## src/rtl/event_encoder_pkg.sv

```systemverilog
// Shared types for the event encoder and its downstream register stage:
// FSM state encoding and the 2-bit event code values.
package event_encoder_pkg;

   typedef enum logic [1:0] {
      IDLE  = 2'b00,
      QUAL  = 2'b01,
      HIGH  = 2'b10,
      CLEAR = 2'b11
   } state_e;

   localparam logic [1:0] NONE   = 2'b00;
   localparam logic [1:0] RISE   = 2'b01;
   localparam logic [1:0] FALL   = 2'b10;
   localparam logic [1:0] GLITCH = 2'b11;

endpackage

```

## src/rtl/event_encoder_if.sv

```systemverilog
// Event encoder signal bundle: raw event and clear request in, code/status/drop count out.
interface event_encoder_if;
   logic       ev_in;
   logic       clr_req;
   logic [1:0] count;
   logic       status;
   logic [3:0] drop_cnt;

   modport master (
      output ev_in, clr_req,
      input  count, status, drop_cnt
   );

   modport slave (
      input  ev_in, clr_req,
      output count, status, drop_cnt
   );
endinterface

```

## src/rtl/event_encoder_sat_counter4.sv

```systemverilog
// 4-bit incrementer that sticks at 15 instead of wrapping; synchronous clear wins over inc.
module sat_counter4 (
   input  logic       clk,
   input  logic       clr,
   input  logic       inc,
   output logic [3:0] cnt
);

   logic [3:0] cnt_q, cnt_d;

   // next count: clear, else saturating increment
   always_comb begin
      cnt_d = cnt_q;
      if (clr) begin
         cnt_d = 4'd0;
      end else if (inc && (cnt_q != 4'hF)) begin
         cnt_d = cnt_q + 4'd1;
      end
   end

   // count register
   always_ff @(posedge clk) begin
      cnt_q <= cnt_d;
   end

   assign cnt = cnt_q;

endmodule

```

## src/rtl/event_encoder.sv

```systemverilog
// Qualifies ev_in edges into one-cycle event codes, with a clear window that
// suppresses events and counts rises dropped while it is open.
//
// state | meaning
// IDLE  | waiting for a rise of ev_in
// QUAL  | ev_in high, counting samples toward HOLD
// HIGH  | rise qualified, waiting for the fall
// CLEAR | clear in progress, status high, events discarded
module event_encoder
   import event_encoder_pkg::*;
#(
   parameter int unsigned HOLD    = 2,
   parameter int unsigned CLR_LEN = 1
) (
   input  logic          clk,
   input  logic          rst_n,
   event_encoder_if.slave bus
);

   localparam logic [3:0] HOLD_TC = 4'(HOLD);
   localparam logic [3:0] CLR_TC  = 4'(CLR_LEN);

   state_e     state_q, state_d;
   logic       ev_q, ev_d;
   logic [3:0] hold_q, hold_d;
   logic [3:0] clr_q, clr_d;
   logic [1:0] count_q, count_d;
   logic       status_q, status_d;
   logic       rise, fall, drop_inc;

   // next-state, hold/clear counters and registered outputs
   always_comb begin
      state_d  = state_q;
      hold_d   = hold_q;
      clr_d    = clr_q;
      count_d  = NONE;
      status_d = 1'b0;
      ev_d     = bus.ev_in;
      rise     = bus.ev_in & ~ev_q;
      fall     = ~bus.ev_in & ev_q;
      drop_inc = (state_q == CLEAR) && rise;

      if (bus.clr_req) begin
         // clear beats any event decided in this cycle; the event is lost
         state_d  = CLEAR;
         clr_d    = CLR_TC;
         hold_d   = 4'd0;
         status_d = 1'b1;
      end else begin
         unique case (state_q)
            IDLE: begin
               if (rise) begin
                  if (HOLD_TC == 4'd1) begin
                     state_d = HIGH;
                     count_d = RISE;
                  end else begin
                     state_d = QUAL;
                     hold_d  = 4'd1;
                  end
               end
            end
            QUAL: begin
               if (bus.ev_in) begin
                  if ((hold_q + 4'd1) == HOLD_TC) begin
                     state_d = HIGH;
                     count_d = RISE;
                     hold_d  = 4'd0;
                  end else begin
                     hold_d = hold_q + 4'd1;
                  end
               end else begin
                  state_d = IDLE;
                  count_d = GLITCH;
                  hold_d  = 4'd0;
               end
            end
            HIGH: begin
               if (fall) begin
                  state_d = IDLE;
                  count_d = FALL;
               end
            end
            CLEAR: begin
               // down-counter: terminal count 1 is the last cycle of the window
               if (clr_q <= 4'd1) begin
                  state_d = IDLE;
                  clr_d   = 4'd0;
               end else begin
                  clr_d    = clr_q - 4'd1;
                  status_d = 1'b1;
               end
            end
            default: state_d = IDLE;
         endcase
      end
   end

   // state and output registers with synchronous active-low reset
   always_ff @(posedge clk) begin
      if (!rst_n) begin
         state_q  <= IDLE;
         ev_q     <= 1'b0;
         hold_q   <= 4'd0;
         clr_q    <= 4'd0;
         count_q  <= NONE;
         status_q <= 1'b0;
      end else begin
         state_q  <= state_d;
         ev_q     <= ev_d;
         hold_q   <= hold_d;
         clr_q    <= clr_d;
         count_q  <= count_d;
         status_q <= status_d;
      end
   end

   sat_counter4 u_drop_cnt (
      .clk (clk),
      .clr (~rst_n),
      .inc (drop_inc),
      .cnt (bus.drop_cnt)
   );

   assign bus.count  = count_q;
   assign bus.status = status_q;

endmodule

```

## src/flat_wrapper.sv

```systemverilog
// flat-port wrapper written by rule: the top's interface ports become plain ports
module event_encoder_flat import event_encoder_pkg::*;
#(
   parameter int unsigned HOLD    = 2,
   parameter int unsigned CLR_LEN = 1
)
  (clk, rst_n, bus_ev_in, bus_clr_req, bus_count, bus_status, bus_drop_cnt);
  event_encoder_if bus_i ();
  input  logic clk;
  input  logic rst_n;
  input wire logic [$bits(bus_i.ev_in)-1:0] bus_ev_in;
  input wire logic [$bits(bus_i.clr_req)-1:0] bus_clr_req;
  output wire logic [$bits(bus_i.count)-1:0] bus_count;
  output wire logic [$bits(bus_i.status)-1:0] bus_status;
  output wire logic [$bits(bus_i.drop_cnt)-1:0] bus_drop_cnt;
  assign bus_i.ev_in = bus_ev_in;
  assign bus_i.clr_req = bus_clr_req;
  assign bus_count = bus_i.count;
  assign bus_status = bus_i.status;
  assign bus_drop_cnt = bus_i.drop_cnt;
  event_encoder #(.HOLD(HOLD), .CLR_LEN(CLR_LEN)) u_core (.clk(clk), .rst_n(rst_n), .bus(bus_i));
endmodule
```

## config.mk

```make
export PLATFORM = sky130hd
export DESIGN_NAME = event_encoder_flat
export DESIGN_NICKNAME = d
export VERILOG_FILES = /design/src/rtl/event_encoder_pkg.sv /design/src/rtl/event_encoder_if.sv /design/src/rtl/event_encoder_sat_counter4.sv /design/src/rtl/event_encoder.sv /design/src/flat_wrapper.sv
export SDC_FILE = /design/constraint.sdc
export NUM_CORES = 1
export LEC_CHECK = 0
export ABC_AREA = 1
export CAP_MARGIN = 0
export CORE_ASPECT_RATIO = 1.5
export CORE_MARGIN = 1.5
export CORE_UTILIZATION = 48
export DETAILED_ROUTE_END_ITERATION = 8
export PLACE_DENSITY = 0.76
export SETUP_SLACK_MARGIN = 0.05
export SKIP_CTS_REPAIR_TIMING = 1
export SLEW_MARGIN = 5
export SYNTH_ARGS = -nofsm -noshare
export SYNTH_HDL_FRONTEND = slang
export SYNTH_SLANG_ARGS = --single-unit
```

## constraint.sdc

```tcl
create_clock -name clk -period 3 [get_ports clk]
set_input_delay 0.75 -clock clk [delete_from_list [all_inputs] [get_ports clk]]
set_output_delay 0.75 -clock clk [all_outputs]
set_load 0.005 [all_outputs]
```

==> results of run 1 <==
==> layer usage <==
metal | routed length, um | up-vias | GRT usage, %
li1 | - | 455 | -
met1 | 800 | 377 | 18.5
met2 | 1070 | 14 | 37.4
met3 | 51 | 6 | 3.50
met4 | 43 | 0 | 11.3
met5 | 0 | - | 0
==> final timing paths <==
kind,end,slack [ns],cells past startpoint
setup / recovery,bus_drop_cnt[0],1.01,1
hold / removal,u_core.hold_q[3],0.51,2
setup reg to reg,u_core.state_q[0],1.52,8
hold reg to reg,u_core.hold_q[3],0.51,2
==> final cells by class <==
cell class | count | area, um2
clock buffers | 4 | 36.3
multi-input cells | 93 | 505
well taps | 21 | 26.3
fillers | 168 | 739
flip-flops and latches | 18 | 360
repair buffers | 10 | 100
inverters | 23 | 86.3
==> flip-flops by register name (all words and copies together) (netlist names) <==
| signal | flops |
|---|---|
| u_core.hold_q | 4 |
| u_core.state_q | 2 |
| u_core.clr_q | 4 |
| u_core.bus.status | 1 |
| u_core.u_drop_cnt.cnt | 4 |
| u_core.ev_q | 1 |
| u_core.bus.count | 2 |
==> cells by family (layout without fill, tap and decap cells) <==
kind of cell | Yosys count | count (layout) | synth area share [%]
buf+inv | 23 | 37 | 9.07
fa+ha+maj | 10 | 10 | 13.1
flops | 18 | 18 | 37.8
compound gates | 21 | 21 | 11.2
simple gates | 60 | 60 | 26.9
xor+xnor | 2 | 2 | 1.84
==> cell usage after synthesis <==
| cell type | instances |
|---|---|
| sky130_fd_sc_hd__nand2_1 | 27 |
| sky130_fd_sc_hd__inv_1 | 22 |
| sky130_fd_sc_hd__dfxtp_1 | 18 |
| sky130_fd_sc_hd__nor2_1 | 18 |
| sky130_fd_sc_hd__a21oi_1 | 11 |
| sky130_fd_sc_hd__ha_1 | 10 |
| sky130_fd_sc_hd__nand3_1 | 9 |
| sky130_fd_sc_hd__o21ai_0 | 7 |
| sky130_fd_sc_hd__nand2_2 | 2 |
| sky130_fd_sc_hd__nand4_1 | 2 |
| sky130_fd_sc_hd__o21ai_1 | 2 |
| sky130_fd_sc_hd__inv_2 | 1 |
| sky130_fd_sc_hd__nor3_1 | 1 |
| sky130_fd_sc_hd__nor4_2 | 1 |
| sky130_fd_sc_hd__o22ai_1 | 1 |
| sky130_fd_sc_hd__xnor2_1 | 1 |
| sky130_fd_sc_hd__xor2_1 | 1 |
==> metrics by stage <==
| step | cells | utilization, % |
|---|---|---|
| floorplan | 134 | - |
| global placement | 165 | 58.2 |
| detailed placement | 165 | 58.2 |
| CTS | 169 | 60.1 |
| global route | 169 | 60.1 |
| finish | 169 | 60.1 |
==> placed cells by master (no fill, tap or decap) <==
master / n
sky130_fd_sc_hd__o21ai_0: 7
sky130_fd_sc_hd__xnor2_1: 1
sky130_fd_sc_hd__o21ai_1: 2
sky130_fd_sc_hd__inv_2: 1
sky130_fd_sc_hd__ha_1: 10
sky130_fd_sc_hd__dfxtp_1: 18
sky130_fd_sc_hd__nor3_1: 1
sky130_fd_sc_hd__inv_1: 22
sky130_fd_sc_hd__clkdlybuf4s50_1: 10
sky130_fd_sc_hd__clkbuf_4: 3
sky130_fd_sc_hd__nor2_1: 18
sky130_fd_sc_hd__clkbuf_8: 1
sky130_fd_sc_hd__nor4_2: 1
sky130_fd_sc_hd__o22ai_1: 1
sky130_fd_sc_hd__nand3_1: 9
sky130_fd_sc_hd__a21oi_1: 11
sky130_fd_sc_hd__nand2_2: 2
sky130_fd_sc_hd__nand4_1: 2
sky130_fd_sc_hd__xor2_1: 1
sky130_fd_sc_hd__nand2_1: 27
==> power groups by stage <==
stage                     registers (W)  logic (W)  clock network [W]
after global placement         0.000267   0.000103                  0
after floorplan                0.000266  0.0000745                  0
after detailed placement       0.000268   0.000105                  0
final                          0.000262   0.000106           0.000146
after CTS                      0.000262   0.000105           0.000149
after global routing           0.000264   0.000122           0.000160
==> flow_summary_export.csv, run 1 <==
group,metric,value,unit
run_status,run_status,"finished, final reports clean",
pwr,switching_part_of_the_total_power,28.7,%
yosys,synthDominantAreaCellType,"sky130_fd_sc_hd__dfxtp_1",
timing,slew_violations,0,
critical_path,max_stage_delay,0.53,ns
timing,clock-skew-final,0.00400,ns
pwr,p_total,0.000514,W
timing,final_setup_slack_of_the_worst_path,1.01,ns
place,place.gp.congestion,0.836,
pwr,p_sw,0.000148,W
critical_path,cp-startpoint,"u_core.u_drop_cnt.cnt[0]",
clock_network,tritoncts.num_buffers,3,
yosys,synthDistinctLibCells,17,
floorplanning,total_i_o_pin_count,11,
timing,relative_slew_slack,79.0,%
pwr,power_frac_comb,20.6,%
timing,final.min_clock_period,2.00,ns
yosys,syn_area,952,um2
detailed_routing,initialDrtViolationCount,24,
clock_network,cts.sink_count,18,
timing,min_period_over_period,66.5,%
place,dpl_cell_area,1080,um2
min_path,timing.hold.worst.start,"u_core.hold_q[3]",
yosys,synth-seq-cells,18,
critical_path,critical_path_required,2.25,ns
critical_path,setup.worst_path.start_class,"flip-flop",
pwr,vdd_drop_max,0.344,mV
timing,worst-slew-pin-transition,0.313,ns
floorplanning,die_area,2270,um2
cells_and_area,diodes,0,
yosys,synthDominantCellAreaShare,37.8,%
timing,clock.fmax,501,MHz
yosys,cells_after_synthesis,134,
cells_and_area,post-route-cell-area,1110,um2
critical_path,total_buffers_and_inverters_traversed_by_the_critical_path,1,
run,max-cap-violations,0,
pwr,power.density_cell_area,461,nW/um2
pwr,seqPwrFrac,51.0,%
place,pre_cts_slack,0.879,ns
place,detailedPlacementHpwl,1540,um
yosys,synth_nets,148,
timing,unrepaired_setup_endpoints_after_global_routing,"false",
place,io_buffer_count,10,
timing,worst_hold_slack,0.512,ns
cells_and_area,share_of_layout_cells_above_drive_strength_1,5.41,%
global_route,antenna_found_initial,0,
clock_network,ctsHtreeMaxLevel,1,
timing,finalSetupViolations,0,
pwr,power_leakage,0.499,nW
detailed_routing,drt_pass1_iterations,4,
global_route,grt_first_pass_wirelength,3100,um
yosys,warnings_synthesis,0,
floorplanning,floorplan.initialDensity,51.3,%
floorplanning,num_rows,19,
critical_path,timing_worst_setup_path_type,"flip-flop to primary output",
global_route,first_global_vias,834,
detailed_routing,avgRoutedWirePerCell,11.7,um
clock_network,clock_insertion_delay_worst_skew,0.29,ns
detailed_routing,route.vias.total,852,
global_route,grt_usage,20.0,%
yosys,most_area_consuming_cells_after_synthesis,"sky130_fd_sc_hd__dfxtp_1 (38%), sky130_fd_sc_hd__ha_1 (13%), sky130_fd_sc_hd__nand2_1 (11%)",
detailed_routing,drcViolationCount,0,
yosys,synth_area_per_cell,7.11,um2
critical_path,timing.critical_path.slowest_stage_cell,"sky130_fd_sc_hd__clkdlybuf4s50_1",
detailed_routing,antenna_left,0,
timing,setup-tns-final,0,ns
critical_path,crit_path_cell_trace,"clkdlybuf4s50_1",
clock_network,cts.reportedPaths.clkPinSlew,0.10,ns
detailed_routing,routed_wirelength,1970,um
critical_path,r2r_startpoint,"u_core.clr_q[0]",
floorplanning,core-area,1850,um2
clock_network,clock_path_buffers,2,
global_route,globalRouteOverflowTotal,0,
critical_path,cpLargestDelayFamily,"buffers and inverters",
floorplanning,fp.dieW,39.4,um
critical_path,kind_of_end_point_of_the_critical_path,"primary output",
floorplanning,chipHeight,57.6,um
detailed_routing,detail_route.vias_per_cell,5.04,
pwr,cellInternalPower,0.000366,W
global_route,grt_start_max_net_pins,11,
clock_network,tritoncts_clock_tree,"done",
clock_network,ctsRootBufferMaster,"sky130_fd_sc_hd__clkbuf_4",
cells_and_area,final_nets,163,
critical_path,arrival,1.25,ns
critical_path,path_max_fanout,5,
yosys,seq_area_frac_synth,37.8,%
timing,report.final.hold_viol_count,0,
cells_and_area,areaGrowthSynthToFinish,17.1,%
pwr,clockPowerShare,28.4,%
min_path,holdCritPathClass,"flip-flop to flip-flop",
No activity file was read; power rests on OpenSTA's default activity.
==> run 2: changes to the inputs <==
Clock period 3 ns to 2.07 ns, I/O delays scaled along.
==> flow_summary_export.csv, run 2 (synthesized netlist as in run 1, its figures left out) <==
group,metric,value,unit
cells_and_area,top_library_cells_by_usage_in_the_layout_fill_and_taps_aside,"sky130_fd_sc_hd__nand2_1 (27), sky130_fd_sc_hd__inv_1 (22), sky130_fd_sc_hd__nor2_1 (18), sky130_fd_sc_hd__dfxtp_1 (18), sky130_fd_sc_hd__a21oi_1 (11)",
cells_and_area,final_nets,164,
global_route,globalRouteOverflowTotal,0,
detailed_routing,avgRoutedWirePerCell,10.8,um
critical_path,path_max_fanout,5,
cells_and_area,utilization,59.8,%
cells_and_area,layout_commonest_cell,"sky130_fd_sc_hd__nand2_1",
timing,min_period_over_period,85.0,%
global_route,grt_usage,20.3,%
clock_network,cts.reportedPaths.clkPinSlew,0.09,ns
min_path,whs_path_depth,2,
global_route,antenna_found_initial,0,
global_route,grt_start_max_net_pins,10,
timing,clock-skew-final,0.00186,ns
critical_path,r2r_startpoint,"u_core.clr_q[0]",
critical_path,max_stage_delay,0.53,ns
cells_and_area,areaGrowthSynthToFinish,16.4,%
timing,report.final.hold_viol_count,0,
cells_and_area,area.sequential,360,um2
detailed_routing,route.vias.total,880,
timing,worst-slew-pin-transition,0.337,ns
critical_path,reg2reg_setup_slack,0.59,ns
critical_path,cpLargestDelayFamily,"buffers and inverters",
floorplanning,core-area,1850,um2
critical_path,critical_path_required,1.55,ns
min_path,timing.hold.worst.start,"u_core.hold_q[3]",
timing,slew_violations,0,
clock_network,clock_path_buffers,2,
critical_path,timing_worst_setup_path_type,"flip-flop to primary output",
run_status,run_status,"finished, final reports clean",
clock_network,ctsHtreeMaxLevel,1,
detailed_routing,antenna_left,0,
critical_path,kind_of_end_point_of_the_critical_path,"primary output",
timing,finalSetupViolations,0,
cells_and_area,fill_cells,177,
detailed_routing,detail_route.vias_per_cell,5.21,
cells_and_area,multi_input_area,505,um2
floorplanning,die_area,2270,um2
timing,setup-tns-final,0,ns
detailed_routing,initialDrtViolationCount,9,
clock_network,clock_insertion_delay_worst_skew,0.29,ns
critical_path,timing.reg2reg.worst_path_depth,8,
timing,unrepaired_setup_endpoints_after_global_routing,"false",
place,io_buffer_count,10,
clock_network,cts.sink_count,18,
critical_path,total_buffers_and_inverters_traversed_by_the_critical_path,1,
place,place.gp.congestion,0.803,
clock_network,tritoncts.num_buffers,3,
critical_path,crit_path_cell_trace,"clkdlybuf4s50_1",
floorplanning,chipHeight,57.6,um
timing,relative_slew_slack,77.4,%
pwr,power_leakage,0.496,nW
cells_and_area,diodes,0,
floorplanning,total_i_o_pin_count,11,
critical_path,arrival,1.24,ns
critical_path,regToRegEndpoint,"u_core.state_q[0]",
pwr,vdd_drop_max,0.416,mV
floorplanning,fp.dieW,39.4,um
timing,clock.fmax,569,MHz
critical_path,setup.worst_path.start_class,"flip-flop",
detailed_routing,drt_pass1_iterations,4,
critical_path,timing.critical_path.slowest_stage_cell,"sky130_fd_sc_hd__clkdlybuf4s50_1",
floorplanning,num_rows,19,
global_route,first_global_vias,846,
min_path,holdCritPathClass,"flip-flop to flip-flop",
detailed_routing,drcViolationCount,0,
run,max-cap-violations,0,
detailed_routing,routed_wirelength,1830,um
pwr,power.density_cell_area,632,nW/um2
min_path,hold-path-endpoint,"u_core.hold_q[3]",
place,detailedPlacementHpwl,1440,um
floorplanning,floorplan.initialDensity,51.3,%
cells_and_area,share_of_layout_cells_above_drive_strength_1,5.41,%
timing,final.min_clock_period,1.76,ns
clock_network,tritoncts_clock_tree,"done",
clock_network,ctsRootBufferMaster,"sky130_fd_sc_hd__clkbuf_4",
global_route,grt_first_pass_wirelength,3220,um
## run 2: cell types whose count changed in the layout (fill, tap and decap cells not counted), sizes merged
cell,before,now
buf,0,1
clkbuf,4,3
## run 2: worst max-delay path by stage
stage,startpoint,end,slack (ns),depth (start not counted)
2_1_floorplan,u_core.clr_q[0],u_core.state_q[0],0.79,8
3_3_place_gp,bus_ev_in,u_core.state_q[0],0.27,10
3_5_place_dp,bus_ev_in,u_core.state_q[0],0.22,10
4_1_cts,u_core.u_drop_cnt.cnt[2],bus_drop_cnt[2],0.30,1
5_1_grt,u_core.u_drop_cnt.cnt[2],bus_drop_cnt[2],0.27,1
6_report,u_core.u_drop_cnt.cnt[0],bus_drop_cnt[0],0.31,1
## run 2: per-stage QoR
stage,hold WS [ns],worst slack (ns),area [um2],std cells,total power (W)
floorplan,0.458,0.788,952,134,0.000493
global placement,0.470,0.271,1090,166,0.000534
detailed placement,0.472,0.220,1090,166,0.000540
CTS,0.487,0.301,1110,169,0.000706
global route,0.527,0.267,1110,169,0.000741
finish,0.484,0.311,1110,169,0.000701
## run 2: power breakdown
group          internal [W]  switching, W
Clock             0.0000678      0.000100
Sequential         0.000364     0.0000171
Combinational     0.0000607     0.0000911
Total              0.000492      0.000209
## run 2: final cells by class
| cell class | instances | share of cell area, % |
|---|---|---|
| multi-input cells | 93 | 45.6 |
| flip-flops and latches | 18 | 32.5 |
| repair buffers | 11 | 9.71 |
| inverters | 23 | 7.79 |
| well taps | 21 | 2.37 |
| clock buffers | 3 | 2.03 |
## run 2: routing by layer
| layer | vias up | wire length [um] | GRT usage [%] |
|---|---|---|---|
| met2 | 17 | 959 | 35.2 |
| met3 | 4 | 68 | 2.72 |
| met1 | 404 | 743 | 20.4 |
| met5 | - | 0 | 0 |
| li1 | 455 | - | - |
| met4 | 0 | 62 | 14.8 |
==> run 3: changes to the inputs <==
Settings changed: PLACE_DENSITY 0.76 to 0.79.
Clock period 2.07 ns to 1.57 ns, I/O delays scaled along.
==> flow_summary_export.csv, run 3 (synthesized netlist as in run 1, its figures left out) <==
group,metric,value,unit
detailed_routing,initialDrtViolationCount,28,
run,max-cap-violations,0,
critical_path,timing_worst_setup_path_type,"flip-flop to flip-flop",
critical_path,kind_of_end_point_of_the_critical_path,"flip-flop",
pwr,switching_part_of_the_total_power,31.3,%
critical_path,arrival,1.62,ns
global_route,globalRouteOverflowTotal,0,
timing,worst-slew-pin-transition,0.261,ns
critical_path,r2r_startpoint,"u_core.state_q[0]",
floorplanning,core-area,1850,um2
global_route,first_global_vias,845,
floorplanning,total_i_o_pin_count,11,
min_path,timing.hold.worst.start,"bus_ev_in",
pwr,clockPowerShare,24.4,%
cells_and_area,share_of_layout_cells_above_drive_strength_1,16.0,%
timing,unrepaired_setup_endpoints_after_global_routing,"true",
floorplanning,num_rows,19,
clock_network,clock_path_buffers,2,
place,pre_cts_slack,-0.110,ns
global_route,grt_start_max_net_pins,10,
global_route,antenna_found_initial,0,
critical_path,setup.worst_path.start_class,"flip-flop",
clock_network,ctsHtreeMaxLevel,1,
critical_path,timing.reg2reg.worst_path_depth,5,
cells_and_area,layout_commonest_cell,"sky130_fd_sc_hd__nand2_1",
pwr,power_frac_comb,23.7,%
detailed_routing,detail_route.vias_per_cell,5.22,
pwr,vdd_drop_max,0.795,mV
clock_network,tritoncts_clock_tree,"done",
timing,final.min_clock_period,1.42,ns
place,io_buffer_count,10,
timing,worst_hold_slack,0.413,ns
cells_and_area,diodes,0,
detailed_routing,drcViolationCount,0,
timing,report.final.hold_viol_count,0,
min_path,whs_path_depth,3,
global_route,grt_first_pass_wirelength,3390,um
critical_path,timing.critical_path.slowest_stage_cell,"sky130_fd_sc_hd__dfxtp_1",
critical_path,reg2reg_setup_slack,0.15,ns
timing,clock-skew-final,0.00254,ns
detailed_routing,antenna_left,0,
timing,slew_violations,0,
cells_and_area,top_library_cells_by_usage_in_the_layout_fill_and_taps_aside,"sky130_fd_sc_hd__nand2_1 (26), sky130_fd_sc_hd__inv_1 (22), sky130_fd_sc_hd__nor2_1 (18)",
place,place.gp.congestion,0.811,
detailed_routing,routed_wirelength,2130,um
detailed_routing,avgRoutedWirePerCell,12.1,um
clock_network,tritoncts.num_buffers,3,
pwr,power_leakage,0.676,nW
critical_path,regToRegEndpoint,"u_core.clr_q[3]",
floorplanning,die_area,2270,um2
detailed_routing,route.vias.total,924,
cells_and_area,final_nets,172,
min_path,hold-path-endpoint,"u_core.ev_q",
floorplanning,chipHeight,57.6,um
pwr,power.density_cell_area,798,nW/um2
cells_and_area,areaGrowthSynthToFinish,26.9,%
global_route,grt_usage,22.0,%
timing,relative_slew_slack,82.5,%
clock_network,cts.sink_count,18,
critical_path,crit_path_cell_trace,"ha_1 -> inv_1 -> nor4_2 -> xnor2_1 -> nor2_1",
critical_path,max_stage_delay,0.40,ns
detailed_routing,drt_pass1_iterations,4,
floorplanning,floorplan.initialDensity,51.3,%
place,detailedPlacementHpwl,1560,um
timing,min_period_over_period,90.5,%
pwr,seqPwrFrac,51.9,%
timing,final_setup_slack_of_the_worst_path,0.149,ns
cells_and_area,area.sequential,374,um2
timing,clock.fmax,704,MHz
cells_and_area,multi_input_area,512,um2
critical_path,path_max_fanout,5,
pwr,p_sw,0.000301,W
cells_and_area,fill_cells,156,
floorplanning,fp.dieW,39.4,um
timing,finalSetupViolations,0,
run_status,run_status,"finished, final reports clean",
critical_path,critical_path_required,1.77,ns
pwr,cellInternalPower,0.000663,W
min_path,holdCritPathClass,"input pin to flip-flop",
clock_network,clock_insertion_delay_worst_skew,0.30,ns
clock_network,ctsRootBufferMaster,"sky130_fd_sc_hd__clkbuf_4",
clock_network,cts.reportedPaths.clkPinSlew,0.10,ns
run 3: cell count changes in the layout (fill, tap and decap cells not counted):
cell,delta
sky130_fd_sc_hd__o21ai_1,-1
sky130_fd_sc_hd__nand2_1,-1
sky130_fd_sc_hd__o21ai_2,+1
sky130_fd_sc_hd__dfxtp_4,+2
sky130_fd_sc_hd__nand2_2,+1
sky130_fd_sc_hd__dfxtp_1,-7
sky130_fd_sc_hd__buf_4,+8
sky130_fd_sc_hd__dfxtp_2,+5
sky130_fd_sc_hd__dlymetal6s2s_1,+8
sky130_fd_sc_hd__clkdlybuf4s50_1,-8
run 3: per-stage QoR:
stage	power [W]	setup TNS, ns	util [%]	instance area, um2	instances
finish	0.000964	0	65.2	1210	177
global route	0.00103	-0.00133	65.2	1210	177
CTS	0.000959	-0.234	61.4	1140	173
detailed placement	0.000729	-0.807	60.2	1120	170
global placement	0.000717	-0.462	60.2	1120	170
floorplan	0.000650	0	-	952	134
run 3: worst max-delay path by stage:
stage                             start                end  slack (ns)  cells after the start
2_1_floorplan           u_core.clr_q[0]  u_core.state_q[0]        0.29                      8
3_3_place_gp                  bus_ev_in  u_core.state_q[0]       -0.08                     10
3_5_place_dp                  bus_ev_in  u_core.state_q[0]       -0.11                     10
4_1_cts        u_core.u_drop_cnt.cnt[2]    bus_drop_cnt[2]       -0.08                      1
5_1_grt               u_core.state_q[0]  u_core.state_q[0]      -0.001                     10
6_report              u_core.state_q[0]    u_core.clr_q[3]        0.15                      5
run 3: cell type report:
cell class                 instances  share of cell area (%)
inverter                          23                    7.14
tap                               21                    2.17
timing repair buffer              19                    15.5
sequential                        18                    31.0
multi-input combinational         93                    42.3
clock buffer                       3                    1.86
run 3: metal layers:
| layer | vias to the layer above | global-route usage [%] | wire length [um] | part of all wire [%] |
|---|---|---|---|---|
| met5 | - | 0 | 0 | 0 |
| met2 | 30 | 34.8 | 1130 | 53 |
| li1 | 467 | - | - | - |
| met1 | 420 | 23.6 | 857 | 40 |
| met3 | 7 | 5.06 | 86 | 4.0 |
| met4 | 0 | 17.7 | 60 | 2.8 |
run 3: worst max-delay path: cells and delay by family (launching register included):
| family | cells | cell delay [ns] |
|---|---|---|
| xor+xnor | 1 | 0.17 |
| buf+inv | 1 | 0.12 |
| fa+ha+maj | 1 | 0.30 |
| flops | 1 | 0.40 |
| simple gates | 2 | 0.33 |
run 3: power by group through the flow:
stage | logic (W) | clock network (W) | registers (W)
floorplan | 0.000142 | 0 | 0.000507
global placement | 0.000206 | 0 | 0.000511
detailed placement | 0.000217 | 0 | 0.000512
CTS | 0.000218 | 0.000240 | 0.000502
global route | 0.000261 | 0.000259 | 0.000505
finish | 0.000229 | 0.000235 | 0.000501
